===== src/rtl/aes_core_scheduler.sv =====
// Round-robin scheduler that time-shares one AES_top core between NUM_REQ requesters.
// Latches the winner's plaintext/key, holds core_en until output-valid or timeout, returns the result.
module aes_core_scheduler #(
    parameter int NUM_REQ     = 4,
    parameter int TIMEOUT_CYC = 64,
    parameter int GAP_CYC     = 2
) (
    input  logic                     AES_clk,
    input  logic                     AES_rst,
    input  logic [NUM_REQ-1:0]       req_valid,
    input  logic [NUM_REQ*128-1:0]   req_data,
    input  logic [NUM_REQ*128-1:0]   req_key,
    output logic [NUM_REQ-1:0]       req_ready,
    output logic [NUM_REQ-1:0]       rsp_valid,
    output logic [127:0]             rsp_data,
    output logic                     rsp_err,
    output logic                     busy,
    output logic                     core_en,
    output logic [127:0]             core_data_in,
    output logic [127:0]             core_key_in,
    input  logic [127:0]             core_data_out,
    input  logic                     core_data_out_valid
);

    localparam int ID_W  = $clog2(NUM_REQ);
    localparam int CNT_W = (TIMEOUT_CYC > 2) ? $clog2(TIMEOUT_CYC) : 1;
    localparam int GAP_W = (GAP_CYC > 2) ? $clog2(GAP_CYC) : 1;

    typedef enum logic [1:0] {IDLE, RUN, GAP} state_t;

    state_t             state, state_nxt;
    logic [ID_W-1:0]    rr_ptr, rr_nxt;
    logic [ID_W-1:0]    gid, gid_nxt;
    logic [CNT_W-1:0]   cnt, cnt_nxt;
    logic [GAP_W-1:0]   gap_cnt, gap_nxt;
    logic [NUM_REQ-1:0] req_ready_nxt, rsp_valid_nxt;
    logic [127:0]       rsp_data_nxt, cdi_nxt, cki_nxt;
    logic               rsp_err_nxt, busy_nxt, core_en_nxt;

    logic               win_found;
    logic [ID_W-1:0]    win_id;
    logic [ID_W-1:0]    cand;

    // Scan downward so the lowest offset from rr_ptr is the last (winning) assignment.
    always_comb begin
        win_found = 1'b0;
        win_id    = '0;
        cand      = '0;
        for (int k = NUM_REQ - 1; k >= 0; k--) begin
            cand = ID_W'((int'(rr_ptr) + k) % NUM_REQ);
            if (req_valid[cand]) begin
                win_found = 1'b1;
                win_id    = cand;
            end
        end
    end

    always_comb begin
        state_nxt     = state;
        rr_nxt        = rr_ptr;
        gid_nxt       = gid;
        cnt_nxt       = cnt;
        gap_nxt       = gap_cnt;
        req_ready_nxt = '0;
        rsp_valid_nxt = '0;
        rsp_data_nxt  = rsp_data;
        rsp_err_nxt   = rsp_err;
        core_en_nxt   = core_en;
        cdi_nxt       = core_data_in;
        cki_nxt       = core_key_in;

        case (state)
            IDLE: begin
                core_en_nxt = 1'b0;
                if (win_found) begin
                    cdi_nxt               = req_data[int'(win_id)*128 +: 128];
                    cki_nxt               = req_key[int'(win_id)*128 +: 128];
                    req_ready_nxt[win_id] = 1'b1;
                    gid_nxt               = win_id;
                    rr_nxt                = (win_id == ID_W'(NUM_REQ - 1)) ? '0 : win_id + 1'b1;
                    cnt_nxt               = '0;
                    core_en_nxt           = 1'b1;
                    state_nxt             = RUN;
                end
            end
            RUN: begin
                core_en_nxt = 1'b1;
                if (cnt != '1)
                    cnt_nxt = cnt + 1'b1;
                // A core result in the timeout cycle still counts as a good result.
                if (core_data_out_valid) begin
                    rsp_data_nxt       = core_data_out;
                    rsp_err_nxt        = 1'b0;
                    rsp_valid_nxt[gid] = 1'b1;
                    core_en_nxt        = 1'b0;
                    gap_nxt            = '0;
                    state_nxt          = GAP;
                end else if (cnt == CNT_W'(TIMEOUT_CYC - 1)) begin
                    rsp_data_nxt       = '0;
                    rsp_err_nxt        = 1'b1;
                    rsp_valid_nxt[gid] = 1'b1;
                    core_en_nxt        = 1'b0;
                    gap_nxt            = '0;
                    state_nxt          = GAP;
                end
            end
            GAP: begin
                core_en_nxt = 1'b0;
                if (gap_cnt == GAP_W'(GAP_CYC - 1))
                    state_nxt = IDLE;
                else
                    gap_nxt = gap_cnt + 1'b1;
            end
            default: begin
                core_en_nxt = 1'b0;
                state_nxt   = IDLE;
            end
        endcase

        busy_nxt = (state_nxt != IDLE);
    end

    always_ff @(posedge AES_clk) begin
        if (AES_rst) begin
            state        <= IDLE;
            rr_ptr       <= '0;
            gid          <= '0;
            cnt          <= '0;
            gap_cnt      <= '0;
            req_ready    <= '0;
            rsp_valid    <= '0;
            rsp_data     <= '0;
            rsp_err      <= 1'b0;
            busy         <= 1'b0;
            core_en      <= 1'b0;
            core_data_in <= '0;
            core_key_in  <= '0;
        end else begin
            state        <= state_nxt;
            rr_ptr       <= rr_nxt;
            gid          <= gid_nxt;
            cnt          <= cnt_nxt;
            gap_cnt      <= gap_nxt;
            req_ready    <= req_ready_nxt;
            rsp_valid    <= rsp_valid_nxt;
            rsp_data     <= rsp_data_nxt;
            rsp_err      <= rsp_err_nxt;
            busy         <= busy_nxt;
            core_en      <= core_en_nxt;
            core_data_in <= cdi_nxt;
            core_key_in  <= cki_nxt;
        end
    end

endmodule

===== config.mk =====
export PLATFORM = sky130hd
export DESIGN_NAME = aes_core_scheduler
export DESIGN_NICKNAME = d
export VERILOG_FILES = /design/src/rtl/aes_core_scheduler.sv
export SDC_FILE = /design/constraint.sdc
export NUM_CORES = 1
export LEC_CHECK = 0
export BUFFER_PORTS_ARGS = -buffer_cell sky130_fd_sc_hd__buf_4
export CORE_AREA = 2 2 611 613
export CTS_BUF_LIST = sky130_fd_sc_hd__clkbuf_2
export DETAILED_ROUTE_END_ITERATION = 6
export DIE_AREA = 0 0 613 615
export SYNTH_ARGS = -nofsm -noshare
export SYNTH_HDL_FRONTEND = slang
export SYNTH_SLANG_ARGS = --single-unit
export TNS_END_PERCENT = 1

===== constraint.sdc =====
create_clock -name AES_clk -period 3.27 [get_ports AES_clk]
set_clock_uncertainty 0.05 [all_clocks]
set_input_delay 0.327 -clock AES_clk [delete_from_list [all_inputs] [get_ports AES_clk]]
set_output_delay 0.327 -clock AES_clk [all_outputs]
set_load 0.02 [all_outputs]

==> results of run 1 <==
cells by family after synthesis:
logic type                 after synthesis
AOI/OAI and AO/OA                      909
adders and majority gates                5
buffers and inverters                  332
DFF                                    408
muxes                                    8
and+or+nand+nor                        948
through the flow:
| stage | worst slack, ps | TNS [ps] | area (um2) | hold WS (ps) |
|---|---|---|---|---|
| floorplan | 1020 | 0 | 21400 | 391 |
| global placement | -461 | -3670 | 40000 | 388 |
| detailed placement | -367 | -2250 | 40000 | 391 |
cell usage after synthesis (5+ instances only):
| cell type | number |
|---|---|
| buf_2 | 40 |
| and2_1 | 6 |
| buf_4 | 17 |
| ha_1 | 5 |
| dfxtp_1 | 408 |
| clkbuf_1 | 266 |
| and3_1 | 514 |
| o31ai_1 | 256 |
| a22oi_1 | 128 |
| a21oi_1 | 6 |
| nand2b_1 | 6 |
| nor2_1 | 140 |
| a211oi_1 | 514 |
| mux2i_1 | 8 |
| nor2b_1 | 6 |
| nand2_1 | 261 |
==> out/metrics.yaml, run 1 <==
syn_area_um2: 21400
dp_hpwl_mm: 277
yosysWarnings: 0
hold_buffers: 1853
die_w_um: 613
pin_count: 1554
lastStage: "4_1_cts"
status: "aborted with a tool error"
dp_cells: 8998
io_buffers: 1553
synth_area_leaders: "dfxtp_1 (38%), a211oi_1 (18%), and3_1 (15%), o31ai_1 (9.0%), clkbuf_1 (4.7%)"
synth_xor_xnor_area_share_pct: 0
postSynthCellCount: 2610
rows: 224
synth_edf_count: 0
synth-compound-area-share_pct: 31.8
initial_core_util_pct: 5.78
yosys.cell_types.count: 37
synthArstFlopShare_pct: 0
ys_seq_area_share_pct: 38.1
ys_ff_latch: 408
post-synth-top-area-cell: "dfxtp_1"
error: "[ERROR RSZ-0060] Max buffer count reached."
cts_setup_buffers: 0
syn_avg_cell_area_um2: 8.22
cts_made_buffers: 149
yosys_most_used_dff: "dfxtp_1"
cts_buffer_depth: 4
synth-simple-area-share_pct: 23.1
cts.sinks: 408
cts-root-buf: "clkbuf_2"
syn_nets: 3774
cts_max_level: 4
synth_top_area_share_pct: 38.1
synth_top_family_by_area: "compound AO/OA/AOI/OAI gates"
synth.area.mux_share_pct: 0.373
gp_congestion: 1.01
synth_fa_ha_area_share_pct: 0.292
post_cts_resized: 11
chipHeight_um: 615
==> inputs of run 2 (changes only) <==
Settings changed: CORE_AREA 2 2 611 613 to 2 2 604 606, CTS_BUF_LIST sky130_fd_sc_hd__clkbuf_2 to unset, DIE_AREA 0 0 613 615 to 0 0 606 608, PLACE_DENSITY_LB_ADDON set to 0.15.
==> out/metrics.yaml, run 2 <==
status: "finished clean"
antenna_left: 0
reg2regPathDepth: 9
cts.sinks: 408  # unchanged
reg_top3: "core_data_in x128, core_key_in x128, rsp_data x128"
cp-startpoint: "rr_ptr[0]"
hp-class: "in2reg"
post-route-min-period_ps: 3110
cts_max_level: 3  # -1
yosys-top-cells-count: "a211oi_1 (514), and3_1 (514), dfxtp_1 (408)"
syn_avg_cell_area_um2: 8.22  # unchanged
drt_pass1_iterations: 5
power_leakage_nw: 22.0
grt_remaining_overflow: 0
synth_top_area_share_pct: 38.1  # unchanged
final_cells: 10000
finalWorstSetupSlack_ps: 162
finalSetupViolCount: 0
postSynthCellCount: 2610  # unchanged
endpoint_kind: "flip-flop"
syn_nets: 3774  # unchanged
final_common_cell: "buf_4"
crit_chain: "nor2b_1 -> or4_4 -> and2_4 -> clkinv_16 -> buf_12 -> buf_4 -> a211oi_1 -> dlygate4sd3_1 -> o31ai_1"
drv_slew: 0
viasPerCell: 3.35
die_w_um: 606  # -1.1%
hold_depth: 4
synth-simple-area-share_pct: 23.1  # unchanged
switching_share_pct: 40.8
vdd_drop_max_mv: 0.293
cts_buffer_depth: 4  # unchanged
sequentialPowerShare_pct: 24.1
slew_headroom_pct: 36.6
dp_cells: 8774  # -2.5%
use_met1_pct: 18.2
preCtsSetupSlack_ps: -404  # -36.7 ps
r2r-end: "core_data_in[106]"
grt_use_met2_pct: 25.4
synthArstFlopShare_pct: 0  # unchanged
yosysWarnings: 0  # unchanged
p_int_mw: 15.6
drtIter0Drc: 2040
die_area_um2: 368000
core_um2: 362000
chipHeight_um: 608  # -1.1%
cpLargestDelayFamily: "buffers and inverters"
fill_cells: 41600
grt_max_degree: 95
synth_top_family_by_area: "compound AO/OA/AOI/OAI gates"
switchingPower_mw: 10.8
syn_area_um2: 21400  # unchanged
critical-path-max-stage-delay_ps: 690
clk_pin_slew_worst_paths_ps: 60
rows: 221  # -1.3%
cts_made_buffers: 78  # -48%
grt_pass1_wl_mm: 369
drc_errors: 0
cts-root-buf: "clkbuf_16"
cp_data_arrival_time_ps: 3710
tightest_slew_ps: 945
initial_core_util_pct: 5.93  # +0.15 points
p_clk_share_pct: 31.8
dp_hpwl_mm: 243  # -12%
crit_fanout: 40
r2r-start: "rr_ptr[0]"
drive_gt1_share_pct: 35.5
grt_pass1_vias: 34600
ys_seq_area_share_pct: 38.1  # unchanged
grtUsageTotal_pct: 15.2
synth_area_leaders: "dfxtp_1 (38%), a211oi_1 (18%), and3_1 (15%), o31ai_1 (9.0%), clkbuf_1 (4.7%)"
gp_congestion: 0.897  # -11%
yosys_most_used_dff: "dfxtp_1"
pin_count: 1554  # unchanged
wl_mm: 291
avgRoutedWirePerCell_um: 29.0
worstPathRequired_ps: 3870
power_density_nw_per_um2: 501
io_buffers: 1553  # unchanged
p_comb_share_pct: 44.1
cts_tree: "built"
post-synth-top-area-cell: "dfxtp_1"
ys_ff_latch: 408  # unchanged
finalHoldViolations: 0
min_to: "core_data_in[47]"
num-nets-final: 6253
fin_crit_sh_pct: 95.1
hold-worst-slack_ps: 59.1
max_cap_violations: 0
r2r_slack_ps: 160
rsz0062_at_grt: "no"
met3_usage_pct: 5.86
synth_xor_xnor_area_share_pct: 0  # unchanged
startpoint_type: "flip-flop"
max_freq_mhz: 322
grt.busiest_layer: "met2"
criticalPathCategory: "reg2reg"
yosys.cell_types.count: 37  # unchanged
synth_edf_count: 0  # unchanged
min_from: "req_data[47]"
final_util_pct: 14.5
vias: 33600
total_power_mw: 26.3
antenna_found_initial: 266
final_cell_mix: "buf_4 (1648), dlygate4sd3_1 (1028), and3_1 (514)"
cp_slowest_cell: "or4_4"
synth-compound-area-share_pct: 31.8  # unchanged
clk_latency_ps: 800
cp_num_buf_inv: 4
synth_fa_ha_area_share_pct: 0.292  # unchanged
syn2layout_area_growth_pct: 145
synth.area.mux_share_pct: 0.373  # unchanged
-- run 2: final cells by class --
class / count / area, um2 / area share, %
inverters: 4 / 48.8 / 0.0929
repair buffers: 2727 / 23600 / 45.0
diodes: 103 / 258 / 0.491
clock buffers: 112 / 2230 / 4.24
flip-flops and latches: 408 / 8170 / 15.6
clock inverters: 16 / 208 / 0.395
multi-input cells: 1870 / 12000 / 22.8
well taps: 4794 / 6000 / 11.4
-- run 2: logic make-up (layout without fill, tap and decap cells) --
group,count (synthesis),in the layout
multiplexers,8,8
adder cells (fa/ha/maj),5,5
buffers and inverters,332,2859
other,0,103
AO/OA/AOI/OAI,909,909
flip-flops,408,408
AND/OR/NAND/NOR,948,948
-- run 2: worst register-to-register path: cells and delay by family (launching register included) --
| kind | cells | cell delay, ps |
|---|---|---|
| buffers and inverters | 4 | 1220 |
| and+or+nand+nor | 3 | 1040 |
| DFF | 1 | 370 |
| AOI/OAI and AO/OA | 2 | 270 |
-- run 2: through the flow --
| stage | instance area (um2) | TNS, ps |
|---|---|---|
| 2_1_floorplan | 21400 | 0 |
| 3_3_place_gp | 39500 | -812 |
| 3_5_place_dp | 39500 | -845 |
| 4_1_cts | 52200 | -19.0 |
| 5_1_grt | 52300 | 0 |
| 6_report | 52500 | 0 |
-- run 2: power groups by stage --
stage / Sequential [mW] / Combinational (mW) / Clock (mW)
2_1_floorplan: 7.15 / 3.58 / 0
3_3_place_gp: 6.44 / 10.5 / 0
3_5_place_dp: 6.44 / 10.5 / 0
4_1_cts: 6.35 / 11.9 / 8.83
5_1_grt: 6.44 / 12.4 / 8.91
6_report: 6.35 / 11.6 / 8.36
-- run 2: worst max-delay path by stage --
stage | to | slack [ps] | cells past startpoint
detailed placement | core_data_in[5] | -400 | 9
finish | core_data_in[106] | 160 | 9
CTS | core_data_in[5] | -20 | 7
global route | core_data_in[105] | 30 | 9
floorplan | rr_ptr[1] | 1020 | 10
global placement | core_data_in[5] | -400 | 9
-- run 2: layer usage --
layer / up-vias / wire length, um
met5: - / 845
met4: 130 / 7100
met3: 456 / 26000
met2: 1516 / 136000
met1: 16400 / 121000
li1: 15100 / -
-- run 2: timing repair --
item | 4_1_cts | 5_1_grt
pin swaps | 0 | 2
hold endpoints to repair | 393 | 0
hold buffers | 1028 | 0
cloned | 0 | 0
gates resized for setup | 3 | 5
setup buffers | 0 | 1
endpoints found under the setup margin | 3 | 22
Power figures use the tool's default switching activity.
==> inputs of run 3 (changes only) <==
--- a/config.mk
+++ b/config.mk
@@ -8,5 +8,5 @@
 export BUFFER_PORTS_ARGS = -buffer_cell sky130_fd_sc_hd__buf_4
-export CORE_AREA = 2 2 604 606
+export CORE_AREA = 5 5 607 609
 export DETAILED_ROUTE_END_ITERATION = 6
-export DIE_AREA = 0 0 606 608
+export DIE_AREA = 0 0 612 614
 export PLACE_DENSITY_LB_ADDON = 0.15
--- a/constraint.sdc
+++ b/constraint.sdc
@@ -4,2 +4,2 @@
 set_output_delay 0.327 -clock AES_clk [all_outputs]
-set_load 0.02 [all_outputs]
+set_load 0.05 [all_outputs]
==> out/metrics.yaml, run 3 (synthesized netlist as in run 2, its figures left out) <==
post-route-min-period_ps: 3320  # +211 ps
final_util_pct: 14.7  # +0.14 points
power_leakage_nw: 22.7  # +3.2%
grtUsageTotal_pct: 14.9  # -0.28 points
startpoint_type: "flip-flop"
syn2layout_area_growth_pct: 147
p_clk_share_pct: 29.9  # -1.9 points
status: "finished, violations left"
grt_pass1_wl_mm: 370  # +0.33%
die_w_um: 612  # +0.99%
cts_tree: "built"
cts-root-buf: "clkbuf_16"
r2r-start: "rr_ptr[0]"
dp_hpwl_mm: 248  # +1.9%
drive_gt1_share_pct: 35.9  # +0.47 points
hp-class: "in2reg"
worstPathRequired_ps: 3840  # -30 ps
vias: 33900  # +0.88%
core_um2: 362000  # unchanged
crit_fanout: 140  # +250%
p_int_mw: 16.6  # +6.4%
pin_count: 1554  # unchanged
placedInstanceArea_um2: 39800  # +0.78%
slew_headroom_pct: 35.1  # -1.5 points
final_common_cell: "buf_4"
cts_buffer_depth: 4  # unchanged
grt_max_degree: 141  # +48%
cts.sinks: 408  # unchanged
hold-worst-slack_ps: 72.1  # +13.0 ps
max_cap_violations: 0  # unchanged
switchingPower_mw: 12.6  # +17%
vdd_drop_max_mv: 0.298  # +1.8%
setup_tns_ps: -91.8  # -91.8 ps
rows: 221  # unchanged
die_area_um2: 376000  # +2.0%
reg_top3: "core_data_in x128, core_key_in x128, rsp_data x128"
rsz0062_at_grt: "yes"
drtIter0Drc: 2138  # +4.8%
finalSetupViolCount: 3  # +3
io_buffers: 1553  # unchanged
criticalPathCategory: "reg2reg"
finalHoldViolations: 0  # unchanged
grt_pass1_vias: 34600  # -0.052%
fin_area_um2: 53100  # +0.98%
clk_pin_slew_worst_paths_ps: 50  # about the same
fill_cells: 41400  # -0.43%
drv_slew: 0  # unchanged
endpoint_kind: "flip-flop"
power_density_nw_per_um2: 549  # +9.6%
clk_latency_ps: 800  # about the same
cp_data_arrival_time_ps: 3890  # +180 ps
p_comb_share_pct: 48.3  # +4.2 points
cts_max_level: 3  # unchanged
grt_remaining_overflow: 0  # unchanged
seq_area_um2: 8170  # about the same
num-nets-final: 6303  # +0.80%
preCtsSetupSlack_ps: -90.0  # +314 ps
fin_crit_sh_pct: 102  # +6.4 points
tightest_slew_ps: 974  # +28.9 ps
antenna_found_initial: 226  # -15%
max_freq_mhz: 301  # -6.4%
avgRoutedWirePerCell_um: 29.5  # +1.5%
min_from: "req_data[278]"
cts_setup_buffers: 0  # unchanged
violations: "setup timing"
viasPerCell: 3.38  # +0.91%
drt_pass1_iterations: 7  # +2
gp_congestion: 0.873  # -2.6%
cts_made_buffers: 75  # -3.8%
drc_errors: 0  # unchanged
wl_mm: 296  # +1.5%
sequentialPowerShare_pct: 21.8  # -2.3 points
chipHeight_um: 614  # +0.99%
final_cell_mix: "buf_4 (1671), dlygate4sd3_1 (1052), and3_1 (513)"
cp-startpoint: "rr_ptr[0]"
multiInputGateArea_um2: 12000  # +0.22%
initial_core_util_pct: 5.93  # unchanged
antenna_left: 0  # unchanged
switching_share_pct: 43.1  # +2.3 points
finalWorstSetupSlack_ps: -49.4  # -211 ps
==> run 3: worst paths after layout <==
check	endpoint	slack, ps	depth (start not counted)
max	core_key_in[122]	-50	7
min reg2reg	core_data_in[14]	400	2
min	core_data_in[22]	70	4
max reg2reg	core_key_in[122]	-50	7
==> run 3: per-stage QoR <==
stage,instances,power (mW)
floorplan,2610,12.4
global placement,8804,18.8
detailed placement,8804,18.8
CTS,9986,29.9
global route,10000,30.5
finish,10000,29.1
==> run 3: cell type report <==
cell class              instances  share of cell area [%]
inverters                       4                  0.0920
multi-input cells            1870                    22.6
repair buffers               2780                    45.6
diodes                         45                   0.212
well taps                    4794                    11.3
clock inverters                27                   0.738
flip-flops and latches        408                    15.4
clock buffers                 103                    4.08
==> run 3: worst max-delay path: stages, from the launching register on <==
cell and delay, ps:
dfxtp_1 370, nor2b_1 80, or4_4 570, buf_12 220, and3_1 420, a211oi_1 350, dlygate4sd3_1 660, o31ai_1 80
==> run 3: timing repair <==
action / 4_1_cts / 5_1_grt
cloned: 0 / 0
gates resized for setup: 1 / 11
hold buffers: 1052 / 0
endpoints found under the setup margin: 1 / 48
pin swaps: 0 / 0
hold endpoints to repair: 392 / 0
==> run 3: routing by layer <==
| layer | vias to the layer above | track usage, % | part of all wire, % |
|---|---|---|---|
| met1 | 16700 | 17.4 | 40 |
| met4 | 174 | 3.09 | 2.5 |
| met3 | 442 | 6.71 | 10 |
| li1 | 15100 | - | - |
| met2 | 1463 | 24.9 | 47 |
| met5 | - | 0 | 0.36 |
==> run 3: power groups by stage <==
stage | registers (mW) | logic [mW] | clock network [mW]
global route | 6.44 | 14.8 | 9.28
global placement | 6.47 | 12.4 | 0
detailed placement | 6.47 | 12.3 | 0
floorplan | 8.84 | 3.58 | 0
finish | 6.36 | 14.1 | 8.72
CTS | 6.37 | 14.3 | 9.21
